==> src/rtl/alu4_pkg.sv <==
// Shared definitions for the alu4_ctrl slice: op codes, FSM states, response entry.
// Imported by the ALU, the controller and the bench.
package alu4_pkg;

    localparam logic [1:0] OP_ADD = 2'b00;
    localparam logic [1:0] OP_SUB = 2'b01;
    localparam logic [1:0] OP_AND = 2'b10;
    localparam logic [1:0] OP_OR  = 2'b11;

    typedef enum logic {
        IDLE,
        EXEC
    } state_t;

    typedef struct packed {
        logic [3:0] result;
        logic       cout;
        logic       zero;
    } rsp_t;

endpackage

==> src/rtl/alu4_ctrl_if.sv <==
// Command/response bundle of alu4_ctrl; master is the command source and result consumer,
// slave is the controller.
interface alu4_ctrl_if;
    logic       cmd_valid;
    logic       cmd_ready;
    logic [1:0] cmd_op;
    logic       cmd_src;
    logic [3:0] cmd_a;
    logic [3:0] cmd_b;
    logic       rsp_valid;
    logic       rsp_ready;
    logic [3:0] rsp_result;
    logic       rsp_cout;
    logic       rsp_zero;
    logic [3:0] acc;
    logic       busy;

    modport master (
        output cmd_valid, cmd_op, cmd_src, cmd_a, cmd_b, rsp_ready,
        input  cmd_ready, rsp_valid, rsp_result, rsp_cout, rsp_zero, acc, busy
    );

    modport slave (
        input  cmd_valid, cmd_op, cmd_src, cmd_a, cmd_b, rsp_ready,
        output cmd_ready, rsp_valid, rsp_result, rsp_cout, rsp_zero, acc, busy
    );
endinterface

==> src/rtl/alu_4bit.sv <==
// 4-bit ripple ALU: ADD, SUB (A + ~B + 1, cout=1 means no borrow), AND, OR.
// Purely combinational; cout is only meaningful for ADD/SUB.
module alu_4bit
    import alu4_pkg::*;
(
    input  logic [3:0] i_a,
    input  logic [3:0] i_b,
    input  logic [1:0] i_op,
    output logic [3:0] o_y,
    output logic       o_cout
);

    logic [3:0] w_bx;
    logic [3:0] w_sum;
    logic [4:0] w_c;

    assign w_bx   = (i_op == OP_SUB) ? ~i_b : i_b;
    assign w_c[0] = (i_op == OP_SUB);

    for (genvar g = 0; g < 4; g++) begin : g_bit
        assign w_sum[g]   = i_a[g] ^ w_bx[g] ^ w_c[g];
        assign w_c[g + 1] = (i_a[g] & w_bx[g]) | (w_c[g] & (i_a[g] ^ w_bx[g]));
    end

    always_comb begin
        o_y = w_sum;
        case (i_op)
            OP_AND:  o_y = i_a & i_b;
            OP_OR:   o_y = i_a | i_b;
            default: o_y = w_sum;
        endcase
    end

    assign o_cout = w_c[4];

endmodule

==> src/rtl/alu4_ctrl.sv <==
// Sequencer around alu_4bit: accepts one command per 2 cycles, accumulator write-back, DEPTH-entry response FIFO.
// Response visible 2 cycles after the handshake; cmd_ready drops while the FIFO is full. Optional ALU4_CTRL_SAT_EN saturates.
module alu4_ctrl
    import alu4_pkg::*;
#(
    parameter int DEPTH = 4
) (
    input  logic        clk,
    input  logic        rst,
    alu4_ctrl_if.slave  bus
);

    localparam int           AW      = $clog2(DEPTH);
    localparam logic [AW:0]  L_FULL  = (AW + 1)'(DEPTH);
    localparam logic [AW:0]  CNT_ONE = (AW + 1)'(1);
    localparam logic [AW-1:0] PTR_ONE = AW'(1);

    state_t        r_state;
    logic [3:0]    r_a;
    logic [3:0]    r_b;
    logic [1:0]    r_op;
    logic [3:0]    r_acc;
    rsp_t          r_mem [DEPTH];
    logic [AW-1:0] r_wptr;
    logic [AW-1:0] r_rptr;
    logic [AW:0]   r_count;

    logic [3:0]    w_y;
    logic          w_cout;
    logic [3:0]    w_res;
    rsp_t          w_entry;
    logic          w_accept;
    logic          w_push;
    logic          w_pop;

    alu_4bit u_alu (
        .i_a    (r_a),
        .i_b    (r_b),
        .i_op   (r_op),
        .o_y    (w_y),
        .o_cout (w_cout)
    );

    always_comb begin
        w_res = w_y;
`ifdef ALU4_CTRL_SAT_EN
        if (r_op == OP_ADD && w_cout)
            w_res = 4'hF;
        else if (r_op == OP_SUB && !w_cout)
            w_res = 4'h0;
`endif
        w_entry.result = w_res;
        w_entry.cout   = (r_op == OP_AND || r_op == OP_OR) ? 1'b0 : w_cout;
        w_entry.zero   = (w_res == 4'h0);
    end

    assign bus.cmd_ready = (r_state == IDLE) && (r_count < L_FULL);
    assign w_accept      = bus.cmd_valid && bus.cmd_ready;
    assign w_push        = (r_state == EXEC);
    assign w_pop         = bus.rsp_valid && bus.rsp_ready;

    // Operand A is latched at acceptance, so src=1 always sees the previous write-back.
    always_ff @(posedge clk) begin
        if (rst) begin
            r_state <= IDLE;
            r_a     <= 4'h0;
            r_b     <= 4'h0;
            r_op    <= OP_ADD;
            r_acc   <= 4'h0;
            r_wptr  <= '0;
            r_rptr  <= '0;
            r_count <= '0;
        end else begin
            case (r_state)
                IDLE: begin
                    if (w_accept) begin
                        r_a     <= bus.cmd_src ? r_acc : bus.cmd_a;
                        r_b     <= bus.cmd_b;
                        r_op    <= bus.cmd_op;
                        r_state <= EXEC;
                    end
                end
                EXEC: begin
                    r_acc   <= w_res;
                    r_wptr  <= r_wptr + PTR_ONE;
                    r_state <= IDLE;
                end
                default: r_state <= IDLE;
            endcase

            if (w_pop)
                r_rptr <= r_rptr + PTR_ONE;

            case ({w_push, w_pop})
                2'b10:   r_count <= r_count + CNT_ONE;
                2'b01:   r_count <= r_count - CNT_ONE;
                default: r_count <= r_count;
            endcase
        end
    end

    always_ff @(posedge clk) begin
        if (!rst && w_push)
            r_mem[r_wptr] <= w_entry;
    end

    assign bus.rsp_valid  = (r_count != '0);
    assign bus.rsp_result = r_mem[r_rptr].result;
    assign bus.rsp_cout   = r_mem[r_rptr].cout;
    assign bus.rsp_zero   = r_mem[r_rptr].zero;
    assign bus.acc        = r_acc;
    assign bus.busy       = (r_state == EXEC);

endmodule

==> src/flat_wrapper.sv <==
// flat-port wrapper written by rule: the top's interface ports become plain ports
module alu4_ctrl_flat import alu4_pkg::*;
#(
    parameter int DEPTH = 4
)
  (clk, rst, bus_cmd_valid, bus_cmd_op, bus_cmd_src, bus_cmd_a, bus_cmd_b, bus_rsp_ready, bus_cmd_ready, bus_rsp_valid, bus_rsp_result, bus_rsp_cout, bus_rsp_zero, bus_acc, bus_busy);
  alu4_ctrl_if bus_i ();
  input  logic clk;
  input  logic rst;
  input wire logic [$bits(bus_i.cmd_valid)-1:0] bus_cmd_valid;
  input wire logic [$bits(bus_i.cmd_op)-1:0] bus_cmd_op;
  input wire logic [$bits(bus_i.cmd_src)-1:0] bus_cmd_src;
  input wire logic [$bits(bus_i.cmd_a)-1:0] bus_cmd_a;
  input wire logic [$bits(bus_i.cmd_b)-1:0] bus_cmd_b;
  input wire logic [$bits(bus_i.rsp_ready)-1:0] bus_rsp_ready;
  output wire logic [$bits(bus_i.cmd_ready)-1:0] bus_cmd_ready;
  output wire logic [$bits(bus_i.rsp_valid)-1:0] bus_rsp_valid;
  output wire logic [$bits(bus_i.rsp_result)-1:0] bus_rsp_result;
  output wire logic [$bits(bus_i.rsp_cout)-1:0] bus_rsp_cout;
  output wire logic [$bits(bus_i.rsp_zero)-1:0] bus_rsp_zero;
  output wire logic [$bits(bus_i.acc)-1:0] bus_acc;
  output wire logic [$bits(bus_i.busy)-1:0] bus_busy;
  assign bus_i.cmd_valid = bus_cmd_valid;
  assign bus_i.cmd_op = bus_cmd_op;
  assign bus_i.cmd_src = bus_cmd_src;
  assign bus_i.cmd_a = bus_cmd_a;
  assign bus_i.cmd_b = bus_cmd_b;
  assign bus_i.rsp_ready = bus_rsp_ready;
  assign bus_cmd_ready = bus_i.cmd_ready;
  assign bus_rsp_valid = bus_i.rsp_valid;
  assign bus_rsp_result = bus_i.rsp_result;
  assign bus_rsp_cout = bus_i.rsp_cout;
  assign bus_rsp_zero = bus_i.rsp_zero;
  assign bus_acc = bus_i.acc;
  assign bus_busy = bus_i.busy;
  alu4_ctrl #(.DEPTH(DEPTH)) u_core (.clk(clk), .rst(rst), .bus(bus_i));
endmodule
==> config.mk <==
export PLATFORM = sky130hd
export DESIGN_NAME = alu4_ctrl_flat
export DESIGN_NICKNAME = d
export VERILOG_FILES = /design/src/rtl/alu4_pkg.sv /design/src/rtl/alu4_ctrl_if.sv /design/src/rtl/alu_4bit.sv /design/src/rtl/alu4_ctrl.sv /design/src/flat_wrapper.sv
export SDC_FILE = /design/constraint.sdc
export NUM_CORES = 1
export LEC_CHECK = 0
export ABC_AREA = 1
export CAP_MARGIN = 10
export CORE_AREA = 2 2 89 91
export CTS_BUF_LIST = sky130_fd_sc_hd__clkbuf_2 sky130_fd_sc_hd__clkbuf_4 sky130_fd_sc_hd__clkbuf_8
export DETAILED_ROUTE_END_ITERATION = 12
export DIE_AREA = 0 0 91 93
export PLACE_DENSITY = 0.57
export SYNTH_ARGS = -nofsm -noshare
export SYNTH_HDL_FRONTEND = slang
export SYNTH_HIERARCHICAL = 1
export SYNTH_SLANG_ARGS = --single-unit
export TNS_END_PERCENT = 10
==> constraint.sdc <==
create_clock -name clk -period 2.5 [get_ports clk]
set_input_delay 0.375 -clock clk [delete_from_list [all_inputs] [get_ports clk]]
set_output_delay 0.375 -clock clk [all_outputs]
set_load 0.005 [all_outputs]
==> results.json, run 1 <==
{
  "io_buffers": 27,
  "clkTransAtPathRegs_ps": 90,
  "clock_latency_ps": 300,
  "power_mw": 2.30,
  "antenna_found_initial": 0,
  "syn-cell-area_um2": 2270,
  "final_area_um2": 2820,
  "drt_pass1_iterations": 6,
  "ctsHoldBuffers": 0,
  "clock_sinks": 48,
  "area_growth_syn_to_layout_pct": 24.2,
  "start_kind": "flop",
  "finalCritPeriodShare_pct": 94.0,
  "drc": 0,
  "worst-path-max-fanout": 5,
  "worst_ep_arrival_time_ps": 2580,
  "power_density_nw_per_um2": 813,
  "hold_path_class": "reg -> reg",
  "nFillCells": 795,
  "initial_utilization_pct": 30.2,
  "finalSetupViolCount": 0,
  "leakagePower_nw": 1.14,
  "pre_cts_slack_ps": -34.5,
  "cp_cell_sequence": "nand2_4, xor2_2, fa_1, inv_1, fa_1, inv_1, fa_1, nand2_1, nand3_2, buf_4, nand2_1, a21oi_1",
  "cts_tree": "built",
  "via_count": 1691,
  "gr-total-overflow": 0,
  "syn_nets": 279,
  "tightest_slew_ps": 417,
  "final.setup.worst_slack_ps": 151,
  "drv_cap": 0,
  "hold_ws_ps": 503,
  "hpwl_um": 3420,
  "fin_cells": 395,
  "grt_pass1_vias": 1682,
  "post_drt_wl_per_cell_um": 11.7,
  "grt_pass1_wl_um": 7850,
  "yosysWarnings": 6,
  "crit_path_end_kind": "flop",
  "rsz0062_at_grt": "false",
  "gp_congestion": 0.811,
  "fp.dieW_um": 91,
  "ys_seq_area_share_pct": 52.8,
  "die_h_um": 93,
  "cts_buffers": 5,
  "cts-htree-levels": 2,
  "ctsRootBufferMaster": "clkbuf_8",
  "antenna_left": 0,
  "final_core_util_pct": 37.5,
  "vias_per_cell": 4.28,
  "drv_slew": 0,
  "syn_area_per_cell_um2": 8.99,
  "placedCellCount": 387,
  "drtIter0Drc": 41,
  "slowest_delay_ps": 470,
  "rr_startpoint": "u_core/r_op[0]",
  "criticalPathCategory": "reg -> reg",
  "cts_buffer_depth": 2,
  "diodes": 0,
  "yosysUniqueCellTypes": 28,
  "max_freq_mhz": 426,
  "maxSlewHeadroom_pct": 72.1,
  "hold_violations": 0,
  "drive_above_1_share_pct": 12.3,
  "io-pin-count": 28,
  "globalRouteTotalUtil_pct": 11.7,
  "slowest_stage": "fa_1",
  "postSynthCellCount": 253,
  "regToRegSetupSlack_ps": 150,
  "finalSetupTns_ps": 0,
  "finalWirelength_um": 4610,
  "min-delay-start": "u_core/r_rptr[0]",
  "ys_ff_latch": 48,
  "fp.dieArea_um2": 8460,
  "rows": 32,
  "crit_top_cell": "fa_1",
  "core-area_um2": 7530,
  "grt_max_degree": 15,
  "ir_worst_vdd_mv": 0.223,
  "min_period_ps": 2350,
  "status": "finished, final reports clean",
  "fin_nets": 318,
  "finClkSkew_ps": 3.21,
  "worst_ep_required_time_ps": 2730,
  "critPathLaunch": "u_core/r_op[0]",
  "post_dp_cell_area_um2": 2720
}
==> where the power goes <==
group / leakage [nW] / total [mW] / internal (mW) / switching [mW]
clock: 0.0423 / 0.457 / 0.205 / 0.251
sequential: 0.418 / 1.03 / 0.960 / 0.0742
combinational: 0.675 / 0.805 / 0.362 / 0.443
total: 1.14 / 2.30 / 1.53 / 0.768
==> registers in the layout, summed over array words and instances, names as in the netlist, named ones only <==
signal and flops:
u_core/bus.acc 4, u_core/bus.busy 1, u_core/r_a 4, u_core/r_b 4, u_core/r_count 3, u_core/r_mem 24, u_core/r_op 2, u_core/r_rptr 2
u_core/r_wptr 2
==> placed cells by master (no fill, tap or decap) <==
cell type,n
nand2_1,50
nor2_1,36
inv_1,35
clkdlybuf4s50_1,27
dfxtp_1,24
edfxtp_1,24
o21ai_0,20
a21oi_1,14
buf_4,11
ha_1,7
o22ai_1,6
clkbuf_8,5
o21ai_2,5
fa_1,4
nand3_1,3
nand3_2,3
clkinv_1,2
nand2_4,2
inv_2,2
xor2_1,2
clkinvlp_4,1
clkbuf_4,1
and2_1,1
nor4_4,1
nor2_4,1
clkinv_2,1
nand4_1,1
o21ai_1,1
xor2_2,1
or2_2,1
nor2_2,1
==> synthesized netlist by cell type <==
cell	n	share of area, %
nor2_1	36	5.9
nor4_1	1	0.28
nor2_4	1	0.50
clkinv_1	1	0.16
o21ai_2	5	1.9
nand2_4	2	0.99
clkbuf_1	1	0.16
a21oi_1	14	3.1
o21ai_0	20	4.4
o21ai_1	1	0.22
nor2_2	1	0.28
clkinv_2	1	0.22
nand3_1	3	0.66
dfxtp_1	24	21
nand3_2	3	1.3
inv_1	35	5.8
or2_2	1	0.28
buf_6	2	0.99
nand2_1	50	8.3
and2_1	1	0.28
edfxtp_1	24	32
nand4_1	1	0.28
xor2_1	3	1.2
fa_1	4	3.5
ha_1	7	3.9
buf_2	3	0.66
inv_2	2	0.33
o22ai_1	6	1.7
==> cell type report <==
class / instances / area [µm²] / share of cell area [%]
tap: 102 / 128 / 4.52
timing repair buffer: 38 / 353 / 12.5
clock buffer: 6 / 76.3 / 2.70
clock inverter: 2 / 11.3 / 0.399
inverter: 39 / 148 / 5.23
multi-input combinational: 160 / 906 / 32.1
sequential: 48 / 1200 / 42.6
==> logic make-up after synthesis <==
family / count (synthesis) / share of synthesized area, %
adder cells (fa/ha/maj): 11 / 7.37
flip-flops: 48 / 52.8
AO/OA/AOI/OAI: 46 / 11.3
AND/OR/NAND/NOR: 100 / 19.0
buffers and inverters: 45 / 8.31
XOR/XNOR: 3 / 1.16
==> final timing paths <==
path / endpoint / cells after the start
max: u_core/bus.acc[3] / 12
min: u_core/r_rptr[0] / 2
max reg2reg: u_core/bus.acc[3] / 12
min reg2reg: u_core/r_rptr[0] / 2
==> metal layers <==
metal / up-vias / wire [µm] / global-route usage (%)
met5: - / 0 / 0
met4: 0 / 59 / 3.41
met3: 5 / 192 / 3.38
met2: 28 / 2170 / 19.9
met1: 776 / 2190 / 14.5
li1: 882 / - / -
==> critical path, delay by kind of cell, from the launching register on <==
kind / cells / cell delay [ps]
AO/OA/AOI/OAI: 1 / 150
XOR/XNOR: 1 / 160
AND/OR/NAND/NOR: 4 / 300
adder cells (fa/ha/maj): 3 / 1010
buffers and inverters: 3 / 270
flip-flops: 1 / 380
==> timing repair <==
action | in CTS | in global routing
endpoints found under the setup margin | 4 | 8
pin swaps | 0 | 1
buffers inserted | 0 | 0
resized for setup | 1 | 1
No activity file was read; power rests on OpenSTA's default activity.
==> inputs of run 2 (changes only) <==
CORE_AREA = 2 2 71 73   (was 2 2 89 91)
DIE_AREA = 0 0 73 75   (was 0 0 91 93)
PLACE_DENSITY = 0.8   (was 0.57)
==> run 2 against run 1 <==
Count of clock-buffer cells in the layout did not move. Critical path type unchanged. Highest routed layer unchanged. Combinational power rose by 1%. Largest power group unchanged. Final cell count decreased by 12%. Worst hold slack worse by 8.3 ps.
==> results.json, run 2 (synthesis gave the netlist of run 1 again) <==
{
  "area_growth_syn_to_layout_pct": 22.2,
  "clock_sinks": 48,
  "power_density_nw_per_um2": 837,
  "post_drt_wl_per_cell_um": 12.5,
  "min_period_ps": 2380,
  "final.setup.worst_slack_ps": 120,
  "ir_worst_vdd_mv": 0.455,
  "cts-htree-levels": 2,
  "dr_wl_met3_um": 157,
  "final_core_util_pct": 59.6,
  "cts_tree": "built",
  "worst-path-max-fanout": 4,
  "finalCritPeriodShare_pct": 95.2,
  "start_kind": "flop",
  "io-pin-count": 28,
  "crit_path_end_kind": "flop",
  "maxSlewHeadroom_pct": 72.4,
  "hold_path_class": "reg -> reg",
  "worst_ep_required_time_ps": 2600,
  "drv_cap": 0,
  "clkTransAtPathRegs_ps": 90,
  "clock_latency_ps": 300,
  "final_common_cell": "nand2_1",
  "antenna_left": 0,
  "max_freq_mhz": 420,
  "topRoutingLayerUsed": "met4",
  "hpwl_um": 3220,
  "diodes": 0,
  "gp_congestion": 0.861,
  "io_buffers": 27,
  "grt_max_degree": 16,
  "wl_met2_um": 2160,
  "final_cell_mix": "nand2_1, nor2_1, inv_1",
  "tightest_slew_ps": 412,
  "final_area_um2": 2780,
  "drtIter0Drc": 76,
  "fp.dieW_um": 73,
  "vias_per_cell": 4.85,
  "via_count": 1677,
  "globalRouteTotalUtil_pct": 17.5,
  "wl_met1_um": 1950,
  "rows": 25,
  "fin_nets": 317,
  "status": "finished, final reports clean",
  "post_dp_cell_area_um2": 2650,
  "drive_above_1_share_pct": 14.7,
  "drt_pass1_iterations": 4,
  "finClkSkew_ps": 5.63,
  "gr-total-overflow": 0,
  "fp.dieArea_um2": 5480,
  "worst_ep_arrival_time_ps": 2480,
  "top_register": "u_core/r_mem",
  "initial_utilization_pct": 48.8,
  "die_h_um": 75,
  "finalSetupViolCount": 0,
  "antenna_found_initial": 0,
  "criticalPathCategory": "reg -> reg",
  "cts_buffer_depth": 2,
  "drv_slew": 0,
  "regToRegSetupSlack_ps": 120,
  "leakagePower_nw": 1.13,
  "core-area_um2": 4660,
  "grt_pass1_wl_um": 7310,
  "largest_register_ffs": 24,
  "hold_violations": 0,
  "pre_cts_slack_ps": -83.3,
  "grt_pass1_vias": 1628,
  "finalSetupTns_ps": 0,
  "drc": 0,
  "cts_buffers": 5,
  "finalWirelength_um": 4320,
  "ctsRootBufferMaster": "clkbuf_8"
}
-- run 2: final timing paths --
check,from,to,depth (start not counted)
max,u_core/r_op[1],u_core/r_mem[1][0],11
min,u_core/r_rptr[0],u_core/r_rptr[0],2
max reg2reg,u_core/r_op[1],u_core/r_mem[1][0],11
min reg2reg,u_core/r_rptr[0],u_core/r_rptr[0],2
-- run 2: power by group --
| part | switching [mW] | leakage [nW] | internal, mW | total [mW] |
|---|---|---|---|---|
| Sequential | 0.0719 | 0.419 | 0.962 | 1.03 |
| Combinational | 0.449 | 0.671 | 0.366 | 0.815 |
| Clock | 0.251 | 0.0434 | 0.224 | 0.475 |
-- run 2: what timing repair did --
| item | CTS | global route |
|---|---|---|
| gates resized for setup | 1 | 8 |
| hold buffers | 0 | 0 |
| buffers inserted | 0 | 0 |
| cloned | 0 | 0 |
| pin swaps | 1 | 4 |
| endpoints found under the setup margin | 4 | 9 |
-- run 2: worst max-delay path, stage by stage (launching register included) --
cell	delay (ps)
dfxtp_2	330
inv_2	60
nand2_4	70
xor2_2	190
fa_2	340
inv_2	60
fa_2	170
inv_1	50
fa_1	430
nand2_1	90
nand3_2	100
nor4_4	290
-- run 2: cell type report --
cell class / count / area, µm²
Clock inverter: 2 / 15.0
Sequential cell: 48 / 1200
Fill cell: 400 / 1880
Inverter: 39 / 148
Timing Repair Buffer: 37 / 345
Clock buffer: 6 / 82.6
Multi-Input combinational cell: 160 / 915
Tap cell: 54 / 67.6
-- run 2: through the flow --
stage	cells	hold slack (ps)	power, mW
after floorplan	253	448	1.52
after global placement	338	463	1.80
after detailed placement	338	484	1.83
after CTS	346	503	2.33
after global routing	346	540	2.49
final	346	495	2.32
-- run 2: layer usage --
layer | vias up | global-route usage, %
li1 | 883 | -
met1 | 754 | 20.9
met2 | 34 | 31.1
met3 | 6 | 4.15
met4 | 0 | 5.76
met5 | - | 0
